$ cat config.mk
export PLATFORM = sky130hd
export DESIGN_NAME = pcap_frame_sequencer
export DESIGN_NICKNAME = d
export VERILOG_FILES = /design/src/rtl/pcap_frame_sequencer.sv
export SDC_FILE = /design/constraint.sdc
export NUM_CORES = 1
export LEC_CHECK = 0
export ABC_CLOCK_PERIOD_IN_PS = 1910
export CAP_MARGIN = 40
export CORE_MARGIN = 2
export CORE_UTILIZATION = 52
export CTS_CLUSTER_SIZE = 24
export DETAILED_ROUTE_END_ITERATION = 6
export GPL_TIMING_DRIVEN = 0
export PLACE_DENSITY = 0.78
export SLEW_MARGIN = 15
export SYNTH_ARGS = -nofsm -noshare
export SYNTH_HDL_FRONTEND = slang
export SYNTH_SLANG_ARGS = --single-unit
export TNS_END_PERCENT = 20
$ cat constraint.sdc
create_clock -name clk_i -period 1.91 [get_ports clk_i]
set_input_delay 0.382 -clock clk_i [delete_from_list [all_inputs] [get_ports clk_i]]
set_output_delay 0.382 -clock clk_i [all_outputs]
set_load 0.005 [all_outputs]
$ cat src/rtl/pcap_frame_sequencer.sv
// rtl/pcap_frame_sequencer.sv - capture index table, arm/disarm FSM and word streaming to the DMA port
module pcap_frame_sequencer #(
    parameter int MAX_WORDS = 64,
    parameter int IDX_BITS  = 6
) (
    input  logic                clk_i,
    input  logic                reset_i,
    input  logic                START_WRITE,
    input  logic [31:0]         WRITE,
    input  logic                WRITE_WSTB,
    input  logic                ARM,
    input  logic                DISARM,
    input  logic                enable_i,
    input  logic                capture_i,
    input  logic                dma_full_i,
    output logic [IDX_BITS-1:0] word_idx_o,
    input  logic [31:0]         word_i,
    output logic [31:0]         pcap_dat_o,
    output logic                pcap_dat_valid_o,
    output logic                pcap_actv_o,
    output logic                pcap_done_o,
    output logic [31:0]         HEALTH
);
    localparam int PTR_BITS = (MAX_WORDS > 1) ? $clog2(MAX_WORDS) : 1;
    localparam int CNT_BITS = $clog2(MAX_WORDS + 1);
    localparam logic [CNT_BITS-1:0] MAX_CNT = CNT_BITS'(MAX_WORDS);

    localparam logic [1:0] S_IDLE  = 2'd0;
    localparam logic [1:0] S_ARMED = 2'd1;
    localparam logic [1:0] S_SEND  = 2'd2;

    logic [IDX_BITS-1:0] table_q [MAX_WORDS];
    logic [CNT_BITS-1:0] count_q;
    logic [PTR_BITS-1:0] rd_ptr_q, rd_ptr_d;
    logic [1:0]          state_q, state_d;
    logic                enable_q, en_fell_q, en_fell_d;
    logic [31:0]         health_d;
    logic                emit;
    logic                tbl_idle, start_eff, wr_en, enable_fall, last_word;
    logic [CNT_BITS-1:0] wr_base;
    logic                unused_write_bits;

    assign unused_write_bits = ^WRITE[31:IDX_BITS];
    assign word_idx_o  = table_q[rd_ptr_q];
    assign pcap_actv_o = (state_q != S_IDLE);

    // Table is frozen while the block is active; a clear in the same cycle as a write lands the write at entry 0.
    assign tbl_idle    = (state_q == S_IDLE);
    assign start_eff   = START_WRITE && tbl_idle;
    assign wr_base     = start_eff ? '0 : count_q;
    assign wr_en       = WRITE_WSTB && tbl_idle && (wr_base < MAX_CNT);
    assign enable_fall = enable_q && !enable_i;
    assign last_word   = (CNT_BITS'(rd_ptr_q) == count_q - 1'b1);

    always_ff @(posedge clk_i) begin
        if (wr_en) begin
            table_q[wr_base[PTR_BITS-1:0]] <= WRITE[IDX_BITS-1:0];
        end
    end

    always_comb begin
        state_d   = state_q;
        health_d  = HEALTH;
        rd_ptr_d  = rd_ptr_q;
        en_fell_d = en_fell_q;
        emit      = 1'b0;
        case (state_q)
            S_IDLE: begin
                if (ARM && !DISARM) begin
                    state_d  = S_ARMED;
                    health_d = 32'd0;
                end
            end
            S_ARMED: begin
                if (DISARM || enable_fall) begin
                    state_d = S_IDLE;
                end else if (capture_i && enable_i && (count_q != '0)) begin
                    state_d   = S_SEND;
                    rd_ptr_d  = '0;
                    en_fell_d = 1'b0;
                end
            end
            S_SEND: begin
                if (DISARM) begin
                    state_d = S_IDLE;
                end else if (dma_full_i) begin
                    state_d  = S_IDLE;
                    health_d = 32'd2;
                end else if (capture_i) begin
                    state_d  = S_IDLE;
                    health_d = 32'd1;
                end else begin
                    emit = 1'b1;
                    if (enable_fall) begin
                        en_fell_d = 1'b1;
                    end
                    // An enable drop mid-frame only takes effect once the frame is complete.
                    if (last_word) begin
                        state_d = (en_fell_q || enable_fall) ? S_IDLE : S_ARMED;
                    end else begin
                        rd_ptr_d = rd_ptr_q + 1'b1;
                    end
                end
            end
            default: state_d = S_IDLE;
        endcase
        if (state_d != S_SEND) begin
            rd_ptr_d = '0;
        end
    end

    always_ff @(posedge clk_i) begin
        if (reset_i) begin
            state_q          <= S_IDLE;
            count_q          <= '0;
            rd_ptr_q         <= '0;
            enable_q         <= 1'b0;
            en_fell_q        <= 1'b0;
            pcap_dat_o       <= 32'd0;
            pcap_dat_valid_o <= 1'b0;
            pcap_done_o      <= 1'b0;
            HEALTH           <= 32'd0;
        end else begin
            state_q          <= state_d;
            rd_ptr_q         <= rd_ptr_d;
            enable_q         <= enable_i;
            en_fell_q        <= en_fell_d;
            HEALTH           <= health_d;
            pcap_dat_valid_o <= emit;
            pcap_done_o      <= (state_q != S_IDLE) && (state_d == S_IDLE);
            if (emit) begin
                pcap_dat_o <= word_i;
            end
            if (wr_en) begin
                count_q <= wr_base + 1'b1;
            end else if (start_eff) begin
                count_q <= '0;
            end
        end
    end
endmodule

Yosys cells after proc, flatten, opt, wreduce, memory -nomap -nowiden. Memory sizes are Yosys's and may differ from the RTL's. A register that Yosys moved wholly into a read port is not among the register bits. Cells that the tools add are included.

Memory bits (read-only): 0. Memories kept: 1. Memory bits (writable): 384. Bits in registers: 83. Latch bits: 0.

Bitwise gates (word level): 0. Divide/modulo/power cells: 0. $lt $le $gt $ge: 1. Equal/unequal tests: 13. Shift-type cells: 0. Muxes and demuxes: 38. $add $sub $neg: 3. Reduce and logical (&&, ||, !) cells: 22. Multipliers: 0.

Memory list: table_q (depth 64, bits a word 6, read ports 1, clocked after memory_dff 1, wr ports 1, RTL line 32) `logic [IDX_BITS-1:0] table_q [MAX_WORDS];`.

Operator list (number): $mux 32 (4); $pmux 32 s2 (1); $mux 6 (8); $ne 2x2->1 const B (8); $mux 2 (7); $mux 7 (2); $reduce_and 7->1 (2); $mux 1 (13); $pmux 6 s2 (1); $logic_and 1x1->1 (8); $add 7x1->7 const B (1); $eq 6x7->1 (1); $lt 7x7->1 const B (1); $reduce_bool 7->1 (1); $sub 7x1->7 const B (1); $add 6x1->6 const B (1); $pmux 2 s3 (1); $reduce_bool 2->1 (3); $logic_not 2->1 (2); $reduce_and 4->1 (1); $ne 3x3->1 const B (1); $eq 2x1->1 const B (1); $eq 2x2->1 const B (1); $logic_not 1->1 (2); other kinds (4) (5).

Longest topological paths before layout.
Word-level depth: 12. Mapped depth: 8.

Least setup slack after synthesis. OpenSTA, ideal clock, no wires.

Path type: register to output. Start point: reg with a tool-made name. End point: out word_idx_o[2]. Cell stages (with the launch flop): 8. Arrival time: 1.706 ns. Buffers on the path: 3. Path slack: -0.178 ns. Path through: dfxtp_1 -> buf_6 -> buf_8 -> buf_6 -> mux4_2 -> o221ai_1 -> o21ai_1 -> a22o_1.

RTL lines: end, declared (RTL line 16) `output logic [IDX_BITS-1:0] word_idx_o,`.

==> results.cfg <==
[detailed_routing]
first_iter_violations = 1126
drc = 0
via_per_inst = 6.073
ant_nets = 0
drtPass1Iterations = 6
wl_um = 46090
vias = 10600
wire_per_inst_um = 26.41

[global_routing]
grt_busiest_layer = met2
met3_usage = 0.06008
grt_pass1_wl_um = 65340
antenna_found_initial = 0
grt_pass1_vias = 10680
grt_usage = 0.2499
grt_util_met2 = 0.4107
grt_max_degree = 52
overflow = 0
met1_usage = 0.3226

[worst_setup_path]
crit_type = register to output port
cpMostUsedCell = buf_12
r2r-end = table_q[58][1]$_DFFE_PP_
crit_buf_inv = 4
cp.arrival_ns = 2.71
r2r_cells = 8
path_depth = 8
critPathLaunchType = register
required_ns = 1.53
setup.worst_path.end_class = output port
r2r_start = state_q[0]$_SDFF_PP0_
critPathTopFamily = compound AO/OA/AOI/OAI gates
slowest_stage = mux4_2
reg2reg_slack_ns = -0.14
cp-endpoint = word_idx_o[2]
crit_path_max_fanout = 10
cp_cell_sequence = buf_12, buf_12, buf_12, mux4_2, o221ai_1, a21oi_2, a22o_1, buf_2
cpPeakStageDelay_ns = 0.55

[yosys]
ys_ff_latch = 443
netlist_area_sq_mm = 0.01758
async_flop_share = 0
yosysWarnings = 0
syn_avg_cell_area_sq_um = 17.03
syn_inst = 1032
synth-edff-count = 384
ys_seq_area_frac = 0.7232
synth.distinct_cells = 53
synth_ff_type = edfxtp_1

[outcome]
violations = negative setup slack
outcome = complete, but fails checks

[power_and_ir_drop]
powerDensity_mw_per_mm2 = 873.5
peakVddDrop_mv = 0.5457
finalPower_uw = 19650
p_leak_uw = 0.007183

[sta]
final-setup-viol-count = 225
fin_ws_ns = -1.183
fin_crit_ns = 3.093
rsz0062_at_grt = true
final.period_utilization = 1.619
hold-worst-slack_ns = 0.2545
drv_slew = 0
finalHoldViolCount = 0
relSlewSlack = 0.4761
worst_slew_pin_slew_ns = 0.7858
max_freq_mhz = 323.3
finalClockSkew_ns = 0.01980

[floorplan]
die_h_um = 187.9
die_x_um = 187.9
coreArea_sq_mm = 0.03345
ios = 146
start_util = 0.5255
rows = 67
die-area_sq_mm = 0.03529

[job]
cap_violations = 0

[clocking]
htree_levels = 2
tritoncts = done
clk_pin_slew_ns = 0.06
cts.sinks = 443
clk_latency_ns = 0.55
cts_buffers = 44
cts-hold-fix-buffers = 0
clock_path_buffers = 3
clk_root_buffer_cell = clkbuf_16

[hold_path]
worstHoldStart = reset_i
min_path_type = input pin to register

[final_layout]
fill_cells = 2031
layout.nets = 1343
diodes = 0
syn2layout_area_growth_pct = 27.97
layout-drive-gt1-share = 0.3693

[placed_design]
routabilityCongestion = 0.8863
io_buffers = 88
hpwl_um = 28010
==> kinds of logic after synthesis <==
family                   count (synthesis)  share of synthesized area
AO/OA/AOI/OAI                          111                    0.03886
XOR/XNOR                                14                   0.006976
buffers and inverters                   89                    0.03054
adder cells (fa/ha/maj)                  4                   0.002847
flip-flops                             443                     0.7232
multiplexers                           112                     0.1323
other                                    1                  0.0002133
AND/OR/NAND/NOR                        258                    0.06513
==> through the flow <==
| stage | worst slack (ns) | instances | instance area [sq um] | utilization | setup TNS [ns] |
|---|---|---|---|---|---|
| after floorplan | -0.1327 | 1061 | 17740 | - | -10.58 |
| after global placement | -1.509 | 1597 | 19190 | 0.5736 | -782.18 |
| after detailed placement | -1.524 | 1603 | 19290 | 0.5766 | -424.46 |
| after CTS | -1.163 | 1710 | 21680 | 0.6480 | -46.90 |
| after global routing | -1.229 | 1745 | 22490 | 0.6725 | -34.57 |
| final | -1.183 | 1745 | 22490 | 0.6725 | -18.41 |
==> routing by layer <==
metal | up-vias | wire, um
met2 | 710 | 22630
met3 | 151 | 4883
met4 | 0 | 2316
li1 | 4436 | -
met1 | 5300 | 16270
met5 | - | 0
==> state kept, by name, indices dropped and copies added, names as in the netlist, named ones only <==
name,cells
en_fell_q,1
pcap_dat_o,32
HEALTH,2
state_q,2
table_q,384
pcap_done_o,1
count_q,7
enable_q,1
pcap_dat_valid_o,1
rd_ptr_q,6
==> synth_stat cells (2+ instances only) <==
cell type,number,share of area
nand3_1,13,0.0037
a31oi_1,9,0.0032
nor3_2,2,0.0011
buf_4,33,0.014
mux2_2,2,0.0013
mux2i_1,14,0.0080
nand2b_1,6,0.0021
a21oi_1,46,0.013
nor3_1,7,0.0020
edfxtp_1,384,0.66
nand2_1,96,0.020
xor2_1,2,0.0010
and2_1,5,0.0018
nor2_1,97,0.021
buf_1,3,0.00064
o21ai_0,6,0.0017
xnor2_1,12,0.0060
o21a_1,2,0.00085
o22ai_1,11,0.0039
ha_1,4,0.0028
nand4_1,3,0.0011
o21ai_1,6,0.0017
clkbuf_1,26,0.0056
nor2b_1,11,0.0039
buf_2,12,0.0034
buf_6,7,0.0045
o221ai_1,7,0.0035
a22oi_1,7,0.0030
nand3b_1,6,0.0026
and3_1,4,0.0014
inv_1,6,0.0013
a22o_1,3,0.0015
dfxtp_1,59,0.067
mux4_2,96,0.12
a211oi_1,7,0.0030
==> cell type report <==
cell class | instances | area [sq um] | area share
timing repair buffer | 162 | 1632 | 0.07253
clock inverter | 22 | 201.4 | 0.008955
inverter | 7 | 42.54 | 0.001891
multi-input combinational | 529 | 5409 | 0.2405
clock buffer | 55 | 1184 | 0.05262
buffer | 79 | 737.0 | 0.03276
tap | 448 | 560.5 | 0.02492
sequential | 443 | 12730 | 0.5659
==> cells in the final DEF, fill, tap and decap left out, drive strengths merged, types with 3 or more instances in the layout <==
cell,n
edfxtp,384
inv,6
clkdlybuf4s50,75
xnor2,12
nand2,96
dfxtp,59
nor3,9
and3,4
o22ai,11
a21oi,46
buf,143
mux4,96
a22o,3
nand3b,6
a22oi,7
clkbuf,78
a31oi,9
nand4,4
conb,30
o21ai,12
nand2b,7
mux2i,14
nand3,13
nor2,98
o221ai,7
a211oi,7
ha,4
and2,5
nor2b,11
bufinv,4
clkinv,17
==> how the worst min path moves through the flow <==
stage,cells after the start,slack [ns],endpoint
floorplan,1,0.44,en_fell_q$_SDFFE_PP0P_
global placement,2,0.44,pcap_dat_o[15]$_SDFFE_PP0P_
detailed placement,2,0.45,pcap_dat_o[24]$_SDFFE_PP0P_
CTS,2,0.25,enable_q$_SDFF_PP0_
global route,1,0.27,table_q[48][0]$_DFFE_PP_
finish,2,0.25,enable_q$_SDFF_PP0_
==> worst register-to-register path: stages, from the launching register on <==
cell     delay [ns]
dfxtp_4        0.35
buf_6          0.10
nor2_4         0.04
buf_6          0.11
and2_4         0.17
nor3_4         0.20
buf_4          0.16
nand2_4        0.19
nor2_2         0.40
==> power by group <==
group | leakage [uW] | internal [uW] | total, uW | switching (uW)
combinational | 0.00257 | 296 | 688 | 392
clock | 0.000677 | 4910 | 8430 | 3520
sequential | 0.00393 | 10500 | 10500 | 13.1
total | 0.00718 | 15700 | 19600 | 3930
==> timing repair <==
item	in CTS	in global routing
gates cloned	2	0
pin swaps	35	59
resized for setup	237	141
buffers inserted	30	37
endpoints found under the setup margin	416	437
No activity file was read; power rests on OpenSTA's default activity.
==> RTL edit 1: new RTL, same settings <==
Make the reset (`reset_i`) asynchronous in one clocked block.
--- a/src/rtl/pcap_frame_sequencer.sv
+++ b/src/rtl/pcap_frame_sequencer.sv
@@ -109,7 +109,7 @@
         end
     end
 
-    always_ff @(posedge clk_i) begin
+    always_ff @(posedge clk_i or posedge reset_i) begin
         if (reset_i) begin
             state_q          <= S_IDLE;
             count_q          <= '0;
Formal check against the unedited RTL: differs if reset_i is asserted again (counterexample within 4 cycles, from zero or initial values and one cycle with reset_i high); with reset_i held inactive, the same outputs for 4 cycles.
==> RTL edit 1 against the original RTL <==
- sequential power about the same
- synthesized cell count down 7.8%
- final area up 2.0%
- routed wire length up 0.38%
- die area up 0.51%
- combinational power up 64%
- the flow still finishes with violations (negative setup slack)
- non-clock buffer count down 8
- power up 2.7%
- synthesized area up 0.53%
- worst setup slack worse by 0.13 ns
- first-iteration DRC count up 17%
- sequential cell count down 6
- clock power up 1%
- largest power group unchanged
==> RTL edit 1: results (changes against the original RTL) <==
final weighted congestion in routability-driven placement=0.890 (was 0.886); total of cells resized after clock tree synthesis=255 (was 237); final-stage net count=1259 (was 1343); first-pass GRT wire length=64.2 mm (was 65.3 mm); inverter count=19 (was 7); cell area reported after detailed placement=19500 µm² (was 19300 µm²); met3 WL=4.53 mm (was 4.88 mm); maximum vdd drop=0.000748 V (was 0.000546 V); dominant cells by area after synthesis=sky130_fd_sc_hd__edfxtp_1, sky130_fd_sc_hd__mux4_2, sky130_fd_sc_hd__dfrtp_1 (was sky130_fd_sc_hd__edfxtp_1, sky130_fd_sc_hd__mux4_2, sky130_fd_sc_hd__dfxtp_1); Slew @ Worst Pin=0.711 ns (was 0.786 ns); global-route total usage across every layer=24.4% (was 25.0%); R2R cell count=9 (was 8); leakage power total=0.00760 µW (was 0.00718 µW); violations in the final reports=negative setup slack (unchanged); post-route standard cell area excluding fillers=22900 µm² (was 22500 µm²); area taken by multi-input logic gates=5590 µm² (was 5410 µm²); count of endpoints failing setup in the final report=273 (was 225); count of TritonRoute iterations in the first routing pass=5 (was 6); # fillers=2001 (was 2031); least setup slack across all paths after layout=-1.31 ns (was -1.18 ns); multi-input logic cell count=448 (was 529); ys async rst share=12.1% (was 0%); met1 track demand over resource=31.8% (was 32.3%); sequential share of the synthesized area=72.8% (was 72.3%); arrival time worst endpoint=2.84 ns (was 2.71 ns); count of flip-flops and latches=437 (was 443); outcome=finished with violations (unchanged); Reg-to-Reg Start=rd_ptr_q[0] (was state_q[0]); placed cell count=1525 (was 1603); Synth Area per Inst=18.6 µm² (was 17.0 µm²); final HPWL from detailed placement=26.4 mm (was 28.0 mm)
RTL edit 1: worst max-delay path, delay by kind of cell (launching register included):
family	cells	cell delay, ns
mux	2	0.81
buf+inv	4	0.68
flops	1	0.42
compound gates	2	0.26
simple gates	1	0.10
RTL edit 1: worst paths after layout:
| path | endpoint | slack [ns] |
|---|---|---|
| setup / recovery | word_idx_o[3] | -1.31 |
| hold / removal | pcap_dat_o[27] | 0.22 |
| setup reg to reg | rd_ptr_q[1] | -0.35 |
| hold reg to reg | HEALTH[0] | 0.50 |
| max in group asynchronous | pcap_dat_o[10] | 1.11 |
| min in group clk_i | table_q[24][2] | 0.31 |
RTL edit 1: cells by family after synthesis:
logic type      share of synthesized area (%)
other cells                            0.0212
buf+inv                                  3.46
flops                                    72.8
xor+xnor                                0.793
simple gates                             4.81
fa+ha+maj                               0.283
compound gates                           2.80
mux                                      15.1
RTL edit 1: report_power, final:
group	leakage, µW	internal, µW	switching, µW
Clock	0.000672	4970	3550
Sequential	0.00418	10500	56.5
Combinational	0.00275	491	636
==> RTL edit 2: new RTL, same flow settings <==
Made on the original files. The parameter `MAX_WORDS` goes from 64 to 32.
--- a/src/rtl/pcap_frame_sequencer.sv
+++ b/src/rtl/pcap_frame_sequencer.sv
@@ -1,6 +1,6 @@
 // rtl/pcap_frame_sequencer.sv - capture index table, arm/disarm FSM and word streaming to the DMA port
 module pcap_frame_sequencer #(
-    parameter int MAX_WORDS = 64,
+    parameter int MAX_WORDS = 32,
     parameter int IDX_BITS  = 6
 ) (
     input  logic                clk_i,
Behaviour: same outputs for any inputs over 4 cycles, from zero or initial values and one cycle with reset_i high; that may be too few to reach the edited logic, so the function may still have changed.
==> RTL edit 2 against the original RTL <==
- the run still ends with negative setup slack left
- global-route usage decreased by 2.4 points
- combinational power decreased by 23%
- sequential cell count decreased by 195
- synthesized area decreased by 44%
- critical path type unchanged
- sequential share of layout area decreased by 3.4 points
- power decreased by 44%
- worst setup slack got worse by 0.0056 ns
- count of clock-buffer cells in the layout decreased by 24
- synthesized cell count decreased by 40%
- routed wire length decreased by 51%
- final area decreased by 42%
==> RTL edit 2: results (changes against the original RTL) <==
R2R cell count=5 (was 8); Largest delay share family, worst path=multiplexers (was compound AO/OA/AOI/OAI gates); count of TritonRoute iterations in the first routing pass=5 (was 6); arrival time worst endpoint=2.72 ns (was 2.71 ns); Yosys warnings=0 (unchanged); ys async rst share=0% (unchanged); final-stage net count=874 (was 1343); final non-filler cell total=1047 (was 1745); maximum clock insertion buffer count=3 (unchanged); met3 WL=1.74 mm (was 4.88 mm); Reg-to-Reg Start=state_q[0] (unchanged); sequential share of the synthesized area=69.5% (was 72.3%); cell area reported after detailed placement=11400 µm² (was 19300 µm²); total length of routed wires=22.6 mm (was 46.1 mm); global-route total usage across every layer=22.6% (was 25.0%); top layer in use=met4 (unchanged); leakage power total=0.00424 µW (was 0.00718 µW); final weighted congestion in routability-driven placement=0.786 (was 0.886); first-pass GRT wire length=34.1 mm (was 65.3 mm); Synth Area per Inst=15.9 µm² (was 17.0 µm²); WS Path Type=reg -> out (unchanged); maximum vdd drop=0.000800 V (was 0.000546 V); Max Fanout on Critical Path=5 (was 10); detailed-routed wire length on met2=11.4 mm (was 22.6 mm); max-slew violation total from the final report=0 (unchanged); met1 track demand over resource=28.7% (was 32.3%); Hold Path Cell Cnt=3 (was 2); count of endpoints failing setup in the final report=54 (was 225); Worst Skew=0.0179 ns (was 0.0198 ns); Rel. slew slack=47.6% (about the same); clock transition at the registers of the reported paths=0.06 ns (about the same); antenna diode instance count=0 (unchanged); most used standard cells in the synthesized netlist=sky130_fd_sc_hd__edfxtp_1, sky130_fd_sc_hd__nand2_1, sky130_fd_sc_hd__mux4_2 (was sky130_fd_sc_hd__edfxtp_1, sky130_fd_sc_hd__nor2_1, sky130_fd_sc_hd__mux4_2, sky130_fd_sc_hd__nand2_1, sky130_fd_sc_hd__dfxtp_1); final HPWL from detailed placement=14.8 mm (was 28.0 mm); library cells used by synthesis=39 (was 53); clk root buf=sky130_fd_sc_hd__clkbuf_16 (unchanged); least setup slack across all paths after layout=-1.19 ns (was -1.18 ns); Detailed Route Iter0 Violations=482 (was 1126); GR Layer Usage met3=5.38% (was 6.01%); outcome=finished with violations (unchanged); Met1 Wirelength=8.81 mm (was 16.3 mm); total negative slack=-8.49 ns (was -18.41 ns); placed cell count=981 (was 1603); initial antenna violation count=0 (unchanged); Num CTS Buffers=25 (was 44); delay of the slowest cell on the worst path=0.53 ns (was 0.55 ns); dominant cells by area after synthesis=sky130_fd_sc_hd__edfxtp_1, sky130_fd_sc_hd__mux4_2, sky130_fd_sc_hd__dfxtp_1 (unchanged); vias in the first global route=6005 (was 10700); I/O Buffers=89 (was 88); Hold Crit Class=in -> reg (unchanged); share of cells above drive strength 1=30.8% (was 36.9%); met2 Use GR=38.5% (was 41.1%); violations in the final reports=negative setup slack (unchanged); total number of H-tree levels=1 (was 2); critical-path cell with the highest stage delay=sky130_fd_sc_hd__mux4_2 (unchanged); largest net degree at the start of global routing=27 (was 52); via count=5886 (was 10600); number of flip-flops in the largest register=192 (was 384); number of enable-type register cells in the synthesized netlist=192 (was 384); Hold Crit Start=word_i[29] (was reset_i)
-- RTL edit 2: changes by cell type after synthesis, sizes merged, moves of 14 or more --
cell | unedited run | this run
nor2 | 98 | 47
mux2i | 14 | 0
edfxtp | 384 | 192
nand2 | 96 | 81
buf | 56 | 37
mux4 | 96 | 60
-- RTL edit 2: repair_timing --
action                     4_1_cts  5_1_grt
setup buffers                    9       13
gates cloned                     1        0
gates resized for setup        131       52
setup endpoints to repair      245      243
pin swaps                        9       14
-- RTL edit 2: cells by family (layout without fill, tap and decap cells) --
logic type | Yosys count | after routing | share of synthesized area [%]
buffers and inverters | 68 | 229 | 3.96
muxes | 66 | 66 | 14.3
and+or+nand+nor | 170 | 170 | 7.42
adders and majority gates | 7 | 7 | 0.884
other | 1 | 30 | 0.0378
DFF | 248 | 248 | 69.5
AOI/OAI and AO/OA | 50 | 50 | 2.75
xor gates and xnor gates | 13 | 13 | 1.15
-- RTL edit 2: path summary, 6_finish.rpt --
check,end,slack [ns]
max,word_idx_o[3],-1.19
min,pcap_dat_o[29],0.40
max reg2reg,table_q[4][4],-0.07
min reg2reg,pcap_dat_o[14],0.46
-- RTL edit 2: tightest hold or removal path, stage by stage --
cell	delay, ns
sky130_fd_sc_hd__clkdlybuf4s50_1	0.40
sky130_fd_sc_hd__nand2_1	0.06
sky130_fd_sc_hd__a21oi_1	0.05
-- RTL edit 2: area by class of cell --
type	instances	area, µm²
sequential	248	6910
fill	1164	5730
multi-input combinational	336	3240
timing repair buffer	118	1270
clock buffer	31	648
buffer	57	450
tap	234	293
clock inverter	15	136
inverter	8	32.5
-- RTL edit 2: power breakdown --
| group | total [µW] | internal [µW] | switching, µW |
|---|---|---|---|
| logic | 527 | 264 | 263 |
| clock network | 4740 | 2690 | 2040 |
| registers | 5840 | 5820 | 14.3 |
